### src/rtl/sid_reg_slave_if.sv
// sid_reg_slave_if
//   Host-bus bundle between the pin decode (master) and the SID register
//   responder (slave).
//   Master drives : wr_strobe, rd_strobe, addr[2:0], voice[1:0], wdata[7:0]
//   Slave drives  : regs_flat[NUM_VOICES*56-1:0], gate_on/gate_off[NUM_VOICES-1:0],
//                   wr_ack, rdata[7:0], rdata_oe
interface sid_reg_slave_if #(
  parameter int NUM_VOICES = 3
);
  logic                       wr_strobe;
  logic                       rd_strobe;
  logic [2:0]                 addr;
  logic [1:0]                 voice;
  logic [7:0]                 wdata;
  logic [NUM_VOICES*56-1:0]   regs_flat;
  logic [NUM_VOICES-1:0]      gate_on;
  logic [NUM_VOICES-1:0]      gate_off;
  logic                       wr_ack;
  logic [7:0]                 rdata;
  logic                       rdata_oe;

  modport master (
    output wr_strobe, rd_strobe, addr, voice, wdata,
    input  regs_flat, gate_on, gate_off, wr_ack, rdata, rdata_oe
  );

  modport slave (
    input  wr_strobe, rd_strobe, addr, voice, wdata,
    output regs_flat, gate_on, gate_off, wr_ack, rdata, rdata_oe
  );
endinterface

### src/rtl/sid_reg_slave.sv
// sid_reg_slave
//   Register-write responder for the SID host bus. Detects the rising edge of
//   the (clk-synchronous) write strobe, commits wdata into the addressed
//   per-voice register byte (or all voices for voice code 3) and emits
//   one-cycle gate_on/gate_off events when WAV bit0 changes.
//
//   Ports:
//     clk  - system clock
//     rst  - asynchronous reset, active-high
//     bus  - sid_reg_slave_if.slave: strobes/addr/voice/wdata in;
//            regs_flat, gate_on, gate_off, wr_ack, rdata, rdata_oe out
//
//   Optional feature macro: READBACK_EN
//     defined   : registered readback (rdata/rdata_oe, one-cycle latency)
//     undefined : rd_strobe ignored, rdata and rdata_oe tied low

// Per-voice register set: seven bytes plus gate-edge detection on WAV bit0.
//   we_i       - commit wdata_i to byte addr_i (addr_i 7 never arrives here)
//   regs_o     - the seven bytes, byte a at regs_o[a]
//   gate_on_o  - pulse when WAV bit0 goes 0->1
//   gate_off_o - pulse when WAV bit0 goes 1->0
//   wav0_o     - current WAV bit0 (for the readback status byte)
module sid_voice_regs (
  input  logic            clk,
  input  logic            rst,
  input  logic            we_i,
  input  logic [2:0]      addr_i,
  input  logic [7:0]      wdata_i,
  output logic [6:0][7:0] regs_o,
  output logic            gate_on_o,
  output logic            gate_off_o,
  output logic            wav0_o
);
  localparam logic [2:0] A_WAV = 3'd6;

  logic [6:0][7:0] regs_q, regs_d;
  logic            gate_on_q, gate_on_d;
  logic            gate_off_q, gate_off_d;

  always_comb begin
    regs_d     = regs_q;
    gate_on_d  = 1'b0;
    gate_off_d = 1'b0;
    if (we_i) begin
      for (int a = 0; a < 7; a++) begin
        if (addr_i == 3'(a)) regs_d[a] = wdata_i;
      end
      // Edge events compare the byte being replaced against the new one.
      if (addr_i == A_WAV) begin
        gate_on_d  = ~regs_q[A_WAV][0] &  wdata_i[0];
        gate_off_d =  regs_q[A_WAV][0] & ~wdata_i[0];
      end
    end
  end

  always_ff @(posedge clk or posedge rst) begin
    if (rst) begin
      regs_q     <= '0;
      gate_on_q  <= 1'b0;
      gate_off_q <= 1'b0;
    end else begin
      regs_q     <= regs_d;
      gate_on_q  <= gate_on_d;
      gate_off_q <= gate_off_d;
    end
  end

  assign regs_o     = regs_q;
  assign gate_on_o  = gate_on_q;
  assign gate_off_o = gate_off_q;
  assign wav0_o     = regs_q[A_WAV][0];
endmodule

module sid_reg_slave #(
  parameter int NUM_VOICES = 3
) (
  input  logic           clk,
  input  logic           rst,
  sid_reg_slave_if.slave bus
);
  localparam logic [1:0] V_BCAST = 2'd3;
  localparam logic [2:0] A_RSVD  = 3'd7;

  logic                             strb_q;
  logic                             wr_ack_q, wr_ack_d;
  logic                             accept;
  logic                             bcast;
  logic                             voice_valid;
  logic [NUM_VOICES-1:0]            voice_we;
  logic [NUM_VOICES-1:0][6:0][7:0]  vregs;
  logic [NUM_VOICES-1:0]            gate_on, gate_off, wav0;

  // strb_q resets to 1 so a strobe already high at reset release is not
  // mistaken for a fresh rising edge.
  always_ff @(posedge clk or posedge rst) begin
    if (rst) begin
      strb_q   <= 1'b1;
      wr_ack_q <= 1'b0;
    end else begin
      strb_q   <= bus.wr_strobe;
      wr_ack_q <= wr_ack_d;
    end
  end

  assign accept      = bus.wr_strobe & ~strb_q;
  assign bcast       = (bus.voice == V_BCAST);
  assign voice_valid = (int'(bus.voice) < NUM_VOICES);

  // Reserved address still acks; unknown voice codes are dropped silently.
  assign wr_ack_d = accept & (bcast | voice_valid);

  for (genvar v = 0; v < NUM_VOICES; v++) begin : g_voice
    assign voice_we[v] = accept & (bcast | (bus.voice == 2'(v))) & (bus.addr != A_RSVD);

    sid_voice_regs u_regs (
      .clk        (clk),
      .rst        (rst),
      .we_i       (voice_we[v]),
      .addr_i     (bus.addr),
      .wdata_i    (bus.wdata),
      .regs_o     (vregs[v]),
      .gate_on_o  (gate_on[v]),
      .gate_off_o (gate_off[v]),
      .wav0_o     (wav0[v])
    );
  end

  // Packed [voice][addr][bit] flattens to voice v, addr a at (v*7+a)*8.
  assign bus.regs_flat = vregs;
  assign bus.gate_on   = gate_on;
  assign bus.gate_off  = gate_off;
  assign bus.wr_ack    = wr_ack_q;

`ifdef READBACK_EN
  logic [7:0] rdata_q, rd_sel;
  logic       rdata_oe_q;

  // Reads sample the registered bank, so a read coincident with a write to
  // the same byte sees the pre-write value.
  always_comb begin
    rd_sel = '0;
    if (voice_valid) begin
      if (bus.addr == A_RSVD) begin
        rd_sel[NUM_VOICES-1:0] = wav0;
      end else begin
        for (int v = 0; v < NUM_VOICES; v++) begin
          for (int a = 0; a < 7; a++) begin
            if (bus.voice == 2'(v) && bus.addr == 3'(a)) rd_sel = vregs[v][a];
          end
        end
      end
    end
  end

  always_ff @(posedge clk or posedge rst) begin
    if (rst) begin
      rdata_q    <= '0;
      rdata_oe_q <= 1'b0;
    end else begin
      rdata_oe_q <= bus.rd_strobe;
      if (bus.rd_strobe) rdata_q <= rd_sel;
    end
  end

  assign bus.rdata    = rdata_q;
  assign bus.rdata_oe = rdata_oe_q;
`else
  logic unused_rd;
  assign unused_rd    = &{1'b0, bus.rd_strobe, wav0};
  assign bus.rdata    = 8'h00;
  assign bus.rdata_oe = 1'b0;
`endif
endmodule

### src/flat_wrapper.sv
// flat-port wrapper written by rule: the top's interface ports become plain ports
module sid_reg_slave_flat 
#(
  parameter int NUM_VOICES = 3
)
  (clk, rst, bus_wr_strobe, bus_rd_strobe, bus_addr, bus_voice, bus_wdata, bus_regs_flat, bus_gate_on, bus_gate_off, bus_wr_ack, bus_rdata, bus_rdata_oe);
  sid_reg_slave_if #(.NUM_VOICES(NUM_VOICES)) bus_i ();
  input  logic clk;
  input  logic rst;
  input wire logic [$bits(bus_i.wr_strobe)-1:0] bus_wr_strobe;
  input wire logic [$bits(bus_i.rd_strobe)-1:0] bus_rd_strobe;
  input wire logic [$bits(bus_i.addr)-1:0] bus_addr;
  input wire logic [$bits(bus_i.voice)-1:0] bus_voice;
  input wire logic [$bits(bus_i.wdata)-1:0] bus_wdata;
  output wire logic [$bits(bus_i.regs_flat)-1:0] bus_regs_flat;
  output wire logic [$bits(bus_i.gate_on)-1:0] bus_gate_on;
  output wire logic [$bits(bus_i.gate_off)-1:0] bus_gate_off;
  output wire logic [$bits(bus_i.wr_ack)-1:0] bus_wr_ack;
  output wire logic [$bits(bus_i.rdata)-1:0] bus_rdata;
  output wire logic [$bits(bus_i.rdata_oe)-1:0] bus_rdata_oe;
  assign bus_i.wr_strobe = bus_wr_strobe;
  assign bus_i.rd_strobe = bus_rd_strobe;
  assign bus_i.addr = bus_addr;
  assign bus_i.voice = bus_voice;
  assign bus_i.wdata = bus_wdata;
  assign bus_regs_flat = bus_i.regs_flat;
  assign bus_gate_on = bus_i.gate_on;
  assign bus_gate_off = bus_i.gate_off;
  assign bus_wr_ack = bus_i.wr_ack;
  assign bus_rdata = bus_i.rdata;
  assign bus_rdata_oe = bus_i.rdata_oe;
  sid_reg_slave #(.NUM_VOICES(NUM_VOICES)) u_core (.clk(clk), .rst(rst), .bus(bus_i));
endmodule
### config.mk
export PLATFORM = sky130hd
export DESIGN_NAME = sid_reg_slave_flat
export DESIGN_NICKNAME = d
export VERILOG_FILES = /design/src/rtl/sid_reg_slave_if.sv /design/src/rtl/sid_reg_slave.sv /design/src/flat_wrapper.sv
export SDC_FILE = /design/constraint.sdc
export NUM_CORES = 1
export LEC_CHECK = 0
export ABC_AREA = 1
export CAP_MARGIN = 20
export CORE_ASPECT_RATIO = 0.9
export CORE_MARGIN = 2
export CORE_UTILIZATION = 44
export DETAILED_ROUTE_END_ITERATION = 8
export GPL_ROUTABILITY_DRIVEN = 0
export PLACE_DENSITY = 0.77
export SETUP_SLACK_MARGIN = 0.4
export SLEW_MARGIN = 5
export SYNTH_ARGS = -nofsm -noshare
export SYNTH_HDL_FRONTEND = slang
export SYNTH_HIERARCHICAL = 1
export SYNTH_SLANG_ARGS = --single-unit
export TNS_END_PERCENT = 100
### constraint.sdc
create_clock -name clk -period 1.74 [get_ports clk]
set_clock_uncertainty 0.05 [all_clocks]
set_input_delay 0.348 -clock clk [delete_from_list [all_inputs] [get_ports clk]]
set_output_delay 0.348 -clock clk [all_outputs]
set_load 0.05 [all_outputs]
==> flow_metrics.tcl, run 1 <==
set metrics [dict create \
    power_density_nw_per_um2 1250 \
    period_share_pct 89.7 \
    drc 0 \
    hold_buffers 0 \
    synthSimpleGateAreaFrac_pct 34.7 \
    cts_made_buffers 17 \
    critPathCaptureType "flip-flop" \
    startpoint_type "flip-flop" \
    core-area_um2 16200 \
    grt_pass1_vias 7035 \
    clk_pin_slew_ps 60 \
    synth_compound_area_share_pct 0 \
    fill_cells 930 \
    rsz0062_at_grt "true" \
    synth_xor_area_share_pct 0 \
    vias_per_cell 5.21 \
    drive_gt1_share_pct 47.8 \
    critPathArrivalTime_ps 1870 \
    fp.dieW_um 140 \
    synth-edff-count 0 \
    io-pin-count 201 \
    ys_seq_elements 176 \
    clkSinkCount 176 \
    placed_area_um2 9920 \
    path_max_fanout 5 \
    grt_max_degree 59 \
    max_clock_freq_mhz 640 \
    power.total_mw 16.0 \
    critPathSlowestCell "dfstp_2" \
    yosysMostFrequentCell "nand2_1" \
    yosysSeqAreaShare_pct 60.4 \
    hp-class "in2reg" \
    finalSetupViolations 0 \
    fin_tns_setup_ps 0 \
    cpPeakStageDelay_ps 380 \
    status "complete, no violations" \
    yosysTopAreaCell "dfrtp_1" \
    yosysWarnings 6 \
    hold_violations 0 \
    ys.flop_type "dfrtp_1" \
    finalMaxSlewViolations 0 \
    antenna_found_initial 2 \
    synth_cells 830 \
    ant_nets 0 \
    critPathBufInv 3 \
    area_growth_pct 75.6 \
    yosys.area.top_type_share_pct 60.0 \
    grtUsageTotal_pct 26.7 \
    min_period_ps 1560 \
    cp_top_family "simple AND/OR/NAND/NOR gates" \
    synth_adder_area_share_pct 0.515 \
    syn_avg_cell_area_um2 8.79 \
    drt_iter0_drc 534 \
    h-tree-depth 4 \
    portBuffers 190 \
    yosys-top-cells-count "437 x nand2_1, 175 x dfrtp_1, 100 x nand3_1" \
    overflow 0 \
    cp_cell_sequence "nor2_4, nand2_2, nor2_4, inv_2, nor2_4, buf_12, buf_6, nand3_1, nand2_2" \
    power.leakage_nw 6.74 \
    clockBufferDepth 2 \
    vias 7499 \
    postLayoutCellArea_um2 12800 \
    worstPathRequired_ps 2050 \
    die-area_um2 17600 \
    synth_area_um2 7290 \
    synth_top_family_by_area "simple AND/OR/NAND/NOR gates" \
    criticalPathCategory "reg2reg" \
    wl_um 26900 \
    max_cap_viol_count 0 \
    die_h_um 126 \
    initial_utilization_pct 45.1 \
    peakVddDrop_uv 931 \
    path_common_cell "nor2_4" \
    cts_root_buf "clkbuf_16" \
    dp_hpwl_um 14000 \
    num_rows 44 \
    grt_pass1_wl_um 36900 \
    synthMuxAreaShare_pct 0 \
    cts_tree "done" \
    synth_area_leaders "dfrtp_1 60%, nand2_1 22%, nand3_1 6.9%" \
    synthDistinctLibCells 19 \
    drt-wirelength-per-cell_um 18.7 \
    first_pass_iters 7 \
    fin_nets 1240 \
    clk_latency_ps 420 \
    synthArstFlopShare_pct 100 \
]
==> metrics by stage <==
| step | utilization (%) | setup slack [ps] | hold slack, ps | std cells |
|---|---|---|---|---|
| after floorplan | - | 183 | 38.5 | 838 |
| after global placement | 61.3 | -542 | 406 | 1276 |
| after detailed placement | 61.3 | -602 | 412 | 1276 |
| after CTS | 70.1 | 207 | 256 | 1346 |
| after global routing | 79.1 | 78.3 | 282 | 1440 |
| final | 79.1 | 179 | 263 | 1440 |
==> timing repair <==
action / 4_1_cts / 5_1_grt
setup buffers: 35 / 92
pin swaps: 28 / 25
endpoints found under the setup margin: 349 / 347
resized for setup: 139 / 205
gates cloned: 4 / 1
==> power by group <==
group / leakage (nW) / internal [mW] / total [mW] / switching, mW
logic: 4.17 / 2.58 / 6.80 / 4.22
registers: 2.31 / 4.84 / 5.51 / 0.668
clock network: 0.259 / 2.10 / 3.71 / 1.61
total: 6.74 / 9.53 / 16.0 / 6.50
==> final cells by class <==
cell class | instances | area (um2) | share of cell area, %
inverter | 33 | 180 | 1.41
clock inverter | 10 | 114 | 0.889
clock buffer | 21 | 440 | 3.44
antenna | 1 | 2.50 | 0.0195
multi-input combinational | 600 | 3330 | 26.0
timing repair buffer | 392 | 4080 | 31.8
tap | 207 | 259 | 2.02
sequential | 176 | 4410 | 34.4
==> metal layers <==
metal / global-route usage, % / share of wire, %
met1: 35.4 / 37
met2: 42.4 / 50
met4: 9.76 / 3.6
met3: 7.34 / 9.3
met5: 0 / 0.048
==> layout by cell type (no fill, tap or decap), types with 2 or more instances in the layout <==
| master | Yosys | layout |
|---|---|---|
| buf_12 | 0 | 23 |
| buf_16 | 0 | 3 |
| buf_2 | 12 | 2 |
| buf_4 | 12 | 152 |
| buf_6 | 3 | 197 |
| bufinv_16 | 0 | 2 |
| clkbuf_1 | 3 | 4 |
| clkbuf_16 | 0 | 18 |
| clkdlybuf4s50_1 | 0 | 9 |
| clkinv_2 | 0 | 3 |
| clkinvlp_4 | 0 | 7 |
| conb_1 | 1 | 9 |
| dfrtp_1 | 175 | 174 |
| dlygate4sd2_1 | 0 | 4 |
| ha_4 | 0 | 3 |
| inv_1 | 26 | 16 |
| inv_2 | 7 | 9 |
| inv_8 | 0 | 2 |
| nand2_1 | 437 | 360 |
| nand2_2 | 9 | 66 |
| nand2_4 | 6 | 13 |
| nand2_8 | 0 | 14 |
| nand3_1 | 100 | 62 |
| nand3_2 | 0 | 35 |
| nand3_4 | 0 | 3 |
| nor2_1 | 7 | 3 |
| nor2_2 | 9 | 6 |
| nor2_4 | 13 | 20 |
| nor3_1 | 3 | 2 |
| or2_2 | 3 | 3 |
==> cell families (layout without fill, tap and decap cells) <==
logic type / after synthesis / after routing
simple gates: 587 / 588
flops: 176 / 176
buf+inv: 63 / 456
fa+ha+maj: 3 / 3
other cells: 1 / 10
==> path summary, 6_finish.rpt <==
kind	to	start	cells after the start	slack (ps)
worst max register to register	u_core/g_voice[1].u_regs/regs_o[23]	u_core/strb_q	9	180
worst min-delay path	u_core/strb_q	bus_wr_strobe	2	260
worst max-delay path	u_core/g_voice[1].u_regs/regs_o[23]	u_core/strb_q	9	180
worst min register to register	u_core/g_voice[2].u_regs/regs_o[38]	u_core/g_voice[2].u_regs/regs_o[38]	2	450
min in group asynchronous	u_core/bus.wr_ack	rst	2	270
max in group asynchronous	u_core/g_voice[0].u_regs/regs_o[22]	rst	3	830
==> worst register-to-register path, cell delays in order, from the launching register on <==
cell	delay (ps)
dfstp_2	380
nor2_4	110
nand2_2	80
nor2_4	150
inv_2	70
nor2_4	170
buf_12	170
buf_6	120
nand3_1	100
nand2_2	90
==> registers in the layout (all words and copies together) (netlist names) <==
signal / cells
u_core/bus.wr_ack: 1
u_core/g_voice.u_regs/gate_on_o: 3
u_core/strb_q: 1
u_core/g_voice.u_regs/regs_o: 168
u_core/g_voice.u_regs/gate_off_o: 3
No activity file was read; power rests on OpenSTA's default activity.
==> run 2: changes to the inputs <==
- CORE_UTILIZATION: 44 -> 48
- PLACE_DENSITY: 0.77 -> 0.8
- SYNTH_HIERARCHICAL: 1 -> not set
- clock period: 1.74 -> 1.7 ns (I/O delays scaled with it)
==> flow_metrics.tcl, run 2 <==
set metrics [dict create \
    yosysTopAreaCell "dfrtp_1" \
    status "complete, no violations" \
    overflow 0 \
    drive_gt1_share_pct 54.0 \
    yosys.area.top_type_share_pct 61.1 \
    switching_share_pct 40.9 \
    grt_pass1_wl_um 39200 \
    fill_cells 536 \
    num_rows 42 \
    yosys-top-cells-count "412 x nand2_1, 175 x dfrtp_1, 120 x nand3_1" \
    synth_area_leaders "dfrtp_1 61%, nand2_1 22%, nand3_1 8.4%" \
    wl_um 31800 \
    startpoint_type "flip-flop" \
    syn_avg_cell_area_um2 8.82 \
    min_period_ps 1490 \
    cts_tree "done" \
    critPathSlowestCell "dfstp_2" \
    power_density_nw_per_um2 1290 \
    cts_made_buffers 17 \
    h-tree-depth 4 \
    clockBufferDepth 2 \
    antenna_found_initial 1 \
    hold_buffers 0 \
    vias 7967 \
    die_h_um 120 \
    multi_input_area_um2 3550 \
    ant_nets 0 \
    finalMaxSlewViolations 0 \
    max_cap_viol_count 0 \
    io-pin-count 201 \
    finalSetupViolations 0 \
    hold_violations 0 \
    drt-wirelength-per-cell_um 22.7 \
    largest_register_ff_count 168 \
    power.total_mw 17.1 \
    fin_nets 1210 \
    ys_seq_elements 176 \
    clkSinkCount 176 \
    path_max_fanout 6 \
    switchingPower_mw 6.98 \
    period_share_pct 87.5 \
    tightest_slew_ps 539 \
    layout_commonest_cell "nand2_1" \
    critPathArrivalTime_ps 1750 \
    criticalPathCategory "reg2reg" \
    die-area_um2 15900 \
    grt_max_degree 73 \
    maxSlewHeadroom_pct 64.0 \
    pwr-share-seq_pct 33.5 \
    dp_hpwl_um 13800 \
    worstPathRequired_ps 1970 \
    yosysSeqAreaShare_pct 61.5 \
    critPathCaptureType "flip-flop" \
    postLayoutCellArea_um2 13300 \
    synth-edff-count 0 \
    peakVddDrop_uv 868 \
    vias_per_cell 5.69 \
    clk_pin_slew_ps 70 \
    first_pass_iters 6 \
    max_clock_freq_mhz 672 \
    p_comb_share_pct 43.4 \
    p_clk_share_pct 23.1 \
    portBuffers 190 \
    hp-class "in2async" \
    drc 0 \
    placed_area_um2 9510 \
    area_growth_pct 85.2 \
    p_int_mw 10.1 \
    synth_area_um2 7170 \
    rsz0062_at_grt "true" \
    reg2reg_slack_ps 210 \
    drt_iter0_drc 823 \
    grt_pass1_vias 7173 \
    fin_tns_setup_ps 0 \
    fp.dieW_um 133 \
    grtUsageTotal_pct 32.3 \
    clk_latency_ps 430 \
    power.leakage_nw 6.82 \
    synthArstFlopShare_pct 100 \
    cpPeakStageDelay_ps 530 \
    yosysMostFrequentCell "nand2_1" \
    ff_latch_area_um2 4410 \
    cp_cell_sequence "inv_2, nand2_4, nor2_4, buf_6, buf_12, buf_8, nand3_1, nand2_1" \
    ys.flop_type "dfrtp_1" \
    initial_utilization_pct 48.9 \
    synthDistinctLibCells 18 \
    synth_cells 813 \
    core-area_um2 14700 \
    cts_root_buf "clkbuf_16" \
    final_cell_mix "285 x nand2_1, 188 x buf_6, 174 x dfrtp_1" \
    yosysWarnings 0 \
]
==> run 2: path summary, 6_finish.rpt <==
check                                                     from                             endpoint  cells past startpoint
max                                              u_core.strb_q  u_core.g_voice[2].u_regs.regs_o[38]                      8
min                                                        rst  u_core.g_voice[0].u_regs.regs_o[32]                      3
max reg2reg                                      u_core.strb_q  u_core.g_voice[2].u_regs.regs_o[38]                      8
min reg2reg                u_core.g_voice[2].u_regs.regs_o[50]  u_core.g_voice[2].u_regs.regs_o[50]                      2
max in group asynchronous                                  rst  u_core.g_voice[1].u_regs.regs_o[27]                      4
min in group clk                                 bus_wr_strobe                        u_core.strb_q                      2
==> run 2: metal layers <==
metal  wire length (um)  vias to the layer above  GRT usage, %
li1                   -                     3288             -
met5                  0                        -             0
met1              11300                     3912          41.0
met2              15900                      593          54.3
met4               1890                        0          13.1
met3               2720                      174          6.72
==> run 2: logic make-up after synthesis <==
| kind of cell | Yosys count | synth area share (%) |
|---|---|---|
| adder cells (fa/ha/maj) | 3 | 0.524 |
| buffers and inverters | 69 | 5.25 |
| other | 1 | 0.0523 |
| flip-flops | 176 | 61.5 |
| AND/OR/NAND/NOR | 564 | 32.7 |
==> run 2: stage by stage <==
stage                     setup slack (ps)  utilization (%)  cells  hold WS, ps
final                                  212             90.5   1401          271
after global routing                   154             90.5   1401          302
after CTS                              277             80.2   1330          258
after detailed placement              -498             64.8   1218          409
after global placement                -398             64.8   1218          406
after floorplan                       -942                -    821          294
==> run 2: repair_timing <==
item	in CTS	in global routing
buffers inserted	74	63
gates resized for setup	255	214
gates cloned	7	7
pin swaps	24	93
endpoints found under the setup margin	349	347
==> run 2: power by group through the flow <==
stage                     logic (mW)  clock network, mW  registers (mW)
after floorplan                0.965                  0            8.15
after global placement          5.35                  0            5.57
final                           7.40               3.94            5.72
after global routing            7.63               4.10            5.75
after detailed placement        5.44                  0            5.56
after CTS                       6.47               3.85            5.62
==> run 2: worst max-delay path: cells and delay by family (launching register included) <==
family / cells / cell delay, ps
buf+inv: 4 / 470
simple gates: 4 / 340
flops: 1 / 530
==> run 2: final cells by class <==
class	count	area share (%)
Antenna cell	1	0.0189
Clock inverter	5	0.594
Inverter	14	0.622
Sequential cell	176	33.2
Multi-Input combinational cell	579	26.7
Tap cell	198	1.87
Clock buffer	26	3.69
Timing Repair Buffer	402	33.3
